File: config.mk
export PLATFORM = sky130hd
export DESIGN_NAME = control_sequencer
export DESIGN_NICKNAME = d
export VERILOG_FILES = /design/src/rtl/edic_ctrl_pkg.sv /design/src/rtl/control_sequencer_instr_decode.sv /design/src/rtl/control_sequencer.sv
export SDC_FILE = /design/constraint.sdc
export NUM_CORES = 1
export LEC_CHECK = 0
export ABC_CLOCK_PERIOD_IN_PS = 3850
export CAP_MARGIN = 0
export CORE_MARGIN = 5
export CORE_UTILIZATION = 46
export DETAILED_ROUTE_END_ITERATION = 16
export GPL_TIMING_DRIVEN = 0
export PLACE_DENSITY_LB_ADDON = 0.12
export SYNTH_ARGS = -nofsm -noshare
export SYNTH_HDL_FRONTEND = slang
export SYNTH_SLANG_ARGS = --single-unit
File: constraint.sdc
create_clock -name i_clk -period 3.85 [get_ports i_clk]
set_clock_uncertainty 0.2 [all_clocks]
set_input_delay 0.77 -clock i_clk [delete_from_list [all_inputs] [get_ports i_clk]]
set_output_delay 0.77 -clock i_clk [all_outputs]
set_load 0.05 [all_outputs]
File: src/rtl/edic_ctrl_pkg.sv
// Shared types for the control sequencer: opcodes, FSM states and the
// bundled datapath strobe record.
package edic_ctrl_pkg;

  typedef enum logic [3:0] {
    OP_NOP  = 4'h0,
    OP_LDI  = 4'h1,
    OP_ADD  = 4'h2,
    OP_SUB  = 4'h3,
    OP_AND  = 4'h4,
    OP_OR   = 4'h5,
    OP_SHR  = 4'h6,
    OP_SHL  = 4'h7,
    OP_ST   = 4'h8,
    OP_LD   = 4'h9,
    OP_BZ   = 4'hA,
    OP_BN   = 4'hB,
    OP_RSVC = 4'hC,
    OP_RSVD = 4'hD,
    OP_RSVE = 4'hE,
    OP_HLT  = 4'hF
  } opcode_t;

  typedef enum logic [3:0] {
    IDLE, IMM, BLOAD, EXEC, WB, MADDR, MWR, MRD, BR, ILL, HALT
  } state_t;

  localparam logic [1:0] ALU_ADD   = 2'b00;
  localparam logic [1:0] ALU_AND   = 2'b01;
  localparam logic [1:0] ALU_OR    = 2'b10;
  localparam logic [1:0] ALU_SHIFT = 2'b11;

  typedef struct packed {
    logic       aluOE;
    logic       aluSub;
    logic       aluBWr;
    logic       aluShiftLeft;
    logic       aluSel;
    logic [1:0] aluOp;
    logic       regWr0;
    logic       regWr1;
    logic       regBusSel;
    logic       regBusEn;
    logic       ramAddressEn;
    logic       ramWriteEn;
    logic       ramReadDataSelect;
    logic       ramOE;
    logic       busImmEn;
  } ctrl_t;

  function automatic logic [1:0] aluOpFor(opcode_t op);
    case (op)
      OP_AND:         return ALU_AND;
      OP_OR:          return ALU_OR;
      OP_SHR, OP_SHL: return ALU_SHIFT;
      default:        return ALU_ADD;
    endcase
  endfunction

  // State entered on the cycle after an instruction is accepted.
  function automatic state_t firstState(opcode_t op);
    case (op)
      OP_NOP:                                       return IDLE;
      OP_LDI:                                       return IMM;
      OP_ADD, OP_SUB, OP_AND, OP_OR, OP_SHR, OP_SHL: return BLOAD;
      OP_ST, OP_LD:                                 return MADDR;
      OP_BZ, OP_BN:                                 return BR;
      OP_HLT:                                       return HALT;
      default:                                      return ILL;
    endcase
  endfunction

endpackage

File: src/rtl/control_sequencer_instr_decode.sv
// Combinational strobe decoder: maps the current state and the control
// byte of the instruction register onto the datapath strobes.
module instr_decode
  import edic_ctrl_pkg::*;
(
  input  logic [3:0] state,
  input  logic [7:0] irCtrl,
  output ctrl_t      ctrl
);

  state_t  st;
  opcode_t op;
  logic    rd, ra, useImm, rb;

  assign st     = state_t'(state);
  assign op     = opcode_t'(irCtrl[7:4]);
  assign rd     = irCtrl[3];
  assign ra     = irCtrl[2];
  assign useImm = irCtrl[1];
  assign rb     = irCtrl[0];

  always_comb begin
    ctrl = '0;
    case (st)
      IMM: begin
        ctrl.busImmEn = 1'b1;
        ctrl.regWr0   = ~rd;
        ctrl.regWr1   = rd;
      end
      BLOAD: begin
        ctrl.aluBWr = 1'b1;
        if (useImm) begin
          ctrl.busImmEn = 1'b1;
        end else begin
          ctrl.regBusSel = rb;
          ctrl.regBusEn  = 1'b1;
        end
      end
      EXEC, WB: begin
        ctrl.aluOp        = aluOpFor(op);
        ctrl.aluSub       = (op == OP_SUB);
        ctrl.aluShiftLeft = (op == OP_SHL);
        ctrl.aluSel       = ra;
        if (st == WB) begin
          ctrl.aluOE  = 1'b1;
          ctrl.regWr0 = ~rd;
          ctrl.regWr1 = rd;
        end
      end
      MADDR: begin
        ctrl.regBusSel    = ra;
        ctrl.regBusEn     = 1'b1;
        ctrl.ramAddressEn = 1'b1;
      end
      MWR: begin
        ctrl.regBusSel  = rb;
        ctrl.regBusEn   = 1'b1;
        ctrl.ramWriteEn = 1'b1;
      end
      MRD: begin
        ctrl.ramReadDataSelect = 1'b1;
        ctrl.ramOE             = 1'b1;
        ctrl.regWr0            = ~rd;
        ctrl.regWr1            = rd;
      end
      default: ;
    endcase
  end

endmodule

File: src/rtl/control_sequencer.sv
// Micro-sequencer: accepts one instruction per handshake, steps the FSM,
// drives datapath strobes and immediates, and resolves N/Z branches.
module control_sequencer
  import edic_ctrl_pkg::*;
#(
  parameter int DATA_WIDTH = 8
) (
  input  logic                    i_clk,
  input  logic                    i_reset,
  input  logic [DATA_WIDTH+7:0]   i_instr,
  input  logic                    i_instrValid,
  output logic                    o_instrReady,
  input  logic                    i_aluFlagN,
  input  logic                    i_aluFlagZ,
  output logic                    o_ctrlAluOE,
  output logic                    o_ctrlAluSub,
  output logic                    o_ctrlAluBWr,
  output logic                    o_ctrlAluShiftLeft,
  output logic                    o_ctrlAluSel,
  output logic [1:0]              o_ctrlAluOp,
  output logic                    o_ctrlRegWr0,
  output logic                    o_ctrlRegWr1,
  output logic                    o_ctrlRegBusSel,
  output logic                    o_ctrlRegBusEn,
  output logic                    o_ctrlRamAddressEn,
  output logic                    o_ctrlRamWriteEn,
  output logic                    o_ctrlRamReadDataSelect,
  output logic                    o_ctrlRamOE,
  output logic [DATA_WIDTH-1:0]   o_busImm,
  output logic                    o_busImmEn,
  output logic                    o_branchValid,
  output logic [DATA_WIDTH-1:0]   o_branchTarget,
  output logic                    o_illegal,
  output logic                    o_halted
);

  state_t                state, stateNext;
  logic [DATA_WIDTH+7:0] ir;
  logic                  flagN, flagZ;
  logic                  accept;
  logic                  branchTaken;
  opcode_t               irOp;
  logic [DATA_WIDTH-1:0] irImm;
  ctrl_t                 ctrl;

  assign irOp   = opcode_t'(ir[DATA_WIDTH+7:DATA_WIDTH+4]);
  assign irImm  = ir[DATA_WIDTH-1:0];
  assign accept = i_instrValid & o_instrReady;

  always_ff @(posedge i_clk or posedge i_reset) begin
    if (i_reset) begin
      state <= IDLE;
      ir    <= '0;
      flagN <= 1'b0;
      flagZ <= 1'b0;
    end else begin
      state <= stateNext;
      if (accept) ir <= i_instr;
      if (state == WB) begin
        flagN <= i_aluFlagN;
        flagZ <= i_aluFlagZ;
      end
    end
  end

  always_comb begin
    stateNext = state;
    case (state)
      IDLE:    if (accept) stateNext = firstState(opcode_t'(i_instr[DATA_WIDTH+7:DATA_WIDTH+4]));
      BLOAD:   stateNext = EXEC;
      EXEC:    stateNext = WB;
      MADDR:   stateNext = (irOp == OP_ST) ? MWR : MRD;
      HALT:    stateNext = HALT;
      default: stateNext = IDLE;
    endcase
  end

  instr_decode u_decode (
    .state  (state),
    .irCtrl (ir[DATA_WIDTH+7:DATA_WIDTH]),
    .ctrl   (ctrl)
  );

  // Ready is masked by reset directly so it drops with the async reset edge.
  always_comb begin
    branchTaken             = (state == BR) & ((irOp == OP_BZ) ? flagZ : flagN);
    o_instrReady            = (state == IDLE) & ~i_reset;
    o_ctrlAluOE             = ctrl.aluOE;
    o_ctrlAluSub            = ctrl.aluSub;
    o_ctrlAluBWr            = ctrl.aluBWr;
    o_ctrlAluShiftLeft      = ctrl.aluShiftLeft;
    o_ctrlAluSel            = ctrl.aluSel;
    o_ctrlAluOp             = ctrl.aluOp;
    o_ctrlRegWr0            = ctrl.regWr0;
    o_ctrlRegWr1            = ctrl.regWr1;
    o_ctrlRegBusSel         = ctrl.regBusSel;
    o_ctrlRegBusEn          = ctrl.regBusEn;
    o_ctrlRamAddressEn      = ctrl.ramAddressEn;
    o_ctrlRamWriteEn        = ctrl.ramWriteEn;
    o_ctrlRamReadDataSelect = ctrl.ramReadDataSelect;
    o_ctrlRamOE             = ctrl.ramOE;
    o_busImmEn              = ctrl.busImmEn;
    o_busImm                = ctrl.busImmEn ? irImm : '0;
    o_branchValid           = branchTaken;
    o_branchTarget          = branchTaken ? irImm : '0;
    o_illegal               = (state == ILL);
    o_halted                = (state == HALT);
  end

endmodule

==> flow_summary.toml <==
[synth]
syn_inst = 131
ys_seq_elements = 22
synth_area_leaders = "dfrtp_1, mux2_4, and2_1, mux2_2, nor2_1"
seq_area_frac_synth_pct = 40.5
ys_types = 37
synth_most_common_cell = "dfrtp_1"
synth.top_cell.area_share_pct = 40.5
syn-mean-instance-area_sq_um = 10.4
ys_top_cells_by_count = "dfrtp_1, and2_1, mux2_2, mux2_4, nor2_1"
ys.flop_type = "dfrtp_1"
synth_nets = 152
async_flop_share_pct = 100
syn-cell-area_sq_mm = 0.00136
synth_edf_count = 0
synth_top_area_cell = "dfrtp_1"
ys_warn_count = 0

[routing]
drtIter0Drc = 53
vias = 1185
final_antenna_net_count = 0
remaining_drc_errors = 0
vias_per_cell = 5.31
finalWirelength_um = 3500
firstDrtPassIters = 4
post_drt_wl_per_cell_um = 15.7

[cts]
ctsHoldBuffers = 0
clk_pin_slew_ps = 120
cts_tree = "done"
clockBufferDepth = 2
cts_buffers = 3
cts_sinks = 22
cts_root_buf = "clkbuf_4"
clkLatencyLatePin_ps = 300
cts_max_level = 1

[status]
status = "finished clean"

[critical_path]
crit_path_end_kind = "primary output"
cp.required_ps = 2880
path_buf_inv = 2
cp_slowest_cell = "clkdlybuf4s50_1"
critPathMaxStageDelay_ps = 850
crit_path_cell_trace = "buf_2 -> or3b_1 -> a211oi_1 -> nor3b_1 -> clkdlybuf4s50_1"
setup.worst_path.start = "state[0]"
rr_startpoint = "state[1]"
worstSetupStartpointType = "flop"
path_delay_family = "buffers and inverters"
path_class = "flop to primary output"
critPathArrivalTime_ps = 2720
crit_fanout = 10

[global_route]
grt_max_degree = 26
grt_overflow_total = 0
antenna_found_initial = 0
grt_pass1_vias = 1279
track_usage_pct = 17.5
grt_pass1_wl_um = 5750

[die]
die-width_um = 64.4
die_h_um = 64.4
initial_core_util_pct = 48.4
row_count = 19
design.core.area_sq_mm = 0.00281
die-area_sq_mm = 0.00414
io_pins = 57

[place]
io_buffers = 56
routabilityCongestion = 0.857
place_ws_ps = -70.5
place_hpwl_um = 2680
placed_area_sq_mm = 0.00196

[sta]
fmax_mhz = 271
hold_viol = 0
setup-violations-final = 0
fin_crit_ps = 3690
rsz0062_at_grt = "no"
slew_headroom_pct = 63.7
slew_viol_final = 0
fin_crit_sh_pct = 95.9
setup_slack_ps = 157
max_slew.worst_pin.slew_ps = 541
whs_ps = 325

[min_path]
hold_start = "flagN"
hp-class = "flop to flop"

[final_layout]
fin_nets = 214
area_growth_pct = 49.2
diodes = 0
fillers = 218
final_area_sq_mm = 0.00203
layout-drive-gt1-share_pct = 18.8

[run]
max_cap_viol_count = 0

[power]
power_density_mw_per_mm2 = 740
p_leak_nw = 0.989
peakVddDrop_v = 0.000418
stage by stage:
step                      power, mW  TNS (ps)  util (%)  cells
final                          1.50         0      72.3    223
after global routing           1.59         0      72.3    223
after CTS                      1.51         0      71.2    222
after detailed placement       1.37     -70.5      69.8    218
after global placement         1.35     -45.1      69.8    218
after floorplan                1.10         0         -    131
where the power goes:
part	leakage, nW	switching (mW)	internal, mW	total, mW
clock	0.0210	0.0677	0.0576	0.125
combinational	0.702	0.534	0.401	0.935
sequential	0.266	0.0975	0.342	0.440
final timing paths:
check	to	slack, ps	cells after the start
max	o_ctrlAluSub	160	5
min	flagN	320	1
max reg2reg	ir[10]	1900	4
min reg2reg	flagN	320	1
max in group asynchronous	flagZ	2460	2
min in group asynchronous	ir[7]	640	2
repair_timing:
item | 4_1_cts | 5_1_grt
setup buffers | 0 | 0
cloned | 0 | 1
pin swaps | 0 | 0
gates resized for setup | 1 | 9
setup endpoints to repair | 1 | 17
state kept, by name, indices dropped and copies added (netlist names):
signal  cells
state       4
flagN       1
flagZ       1
ir         16
cell usage in the layout, fill, tap and decap left out, types with 2 or more instances in the layout:
cell	n
and2_1	19
nor2b_1	3
a31oi_1	2
nand2_1	2
clkbuf_1	3
nand2b_1	4
clkbuf_4	3
nor2_1	9
clkdlybuf4s50_1	48
mux2_4	9
buf_2	3
or2_2	2
nor3_1	2
inv_1	4
and3_1	5
nand3b_1	2
mux2_2	9
dfrtp_1	22
a211oi_1	2
nand3_1	3
dlymetal6s2s_1	8
o21ai_0	2
a21oi_1	6
layout make-up:
| type | instances | area (sq um) | area share [%] |
|---|---|---|---|
| timing repair buffer | 56 | 581 | 28.6 |
| inverter | 5 | 22.5 | 1.11 |
| timing repair inverter | 1 | 5.00 | 0.247 |
| sequential | 22 | 551 | 27.2 |
| tap | 31 | 38.8 | 1.91 |
| multi-input combinational | 96 | 748 | 36.9 |
| buffer | 8 | 45.0 | 2.22 |
| clock buffer | 4 | 36.3 | 1.79 |
worst reg2reg max path: stages (launching register included):
cell	delay [ps]
dfrtp_1	490
nor4_4	440
nand3_4	200
buf_6	210
mux2_4	310
per-layer routing:
layer	routed length, um	part of all wire, %	vias to the layer above	track usage [%]
met5	0	0	-	0
met4	19	0.54	0	4.75
met3	239	6.8	2	5.25
met2	1810	52	41	32.1
met1	1430	41	566	19.5
li1	-	-	576	-
cell families (layout without fill, tap and decap cells):
kind of cell | Yosys count | count (layout) | synth area share (%)
simple gates | 59 | 59 | 28.0
flops | 22 | 22 | 40.5
mux | 19 | 19 | 18.1
compound gates | 17 | 17 | 8.01
buf+inv | 13 | 74 | 4.70
xor+xnor | 1 | 1 | 0.645
No activity file was read; power rests on OpenSTA's default activity.
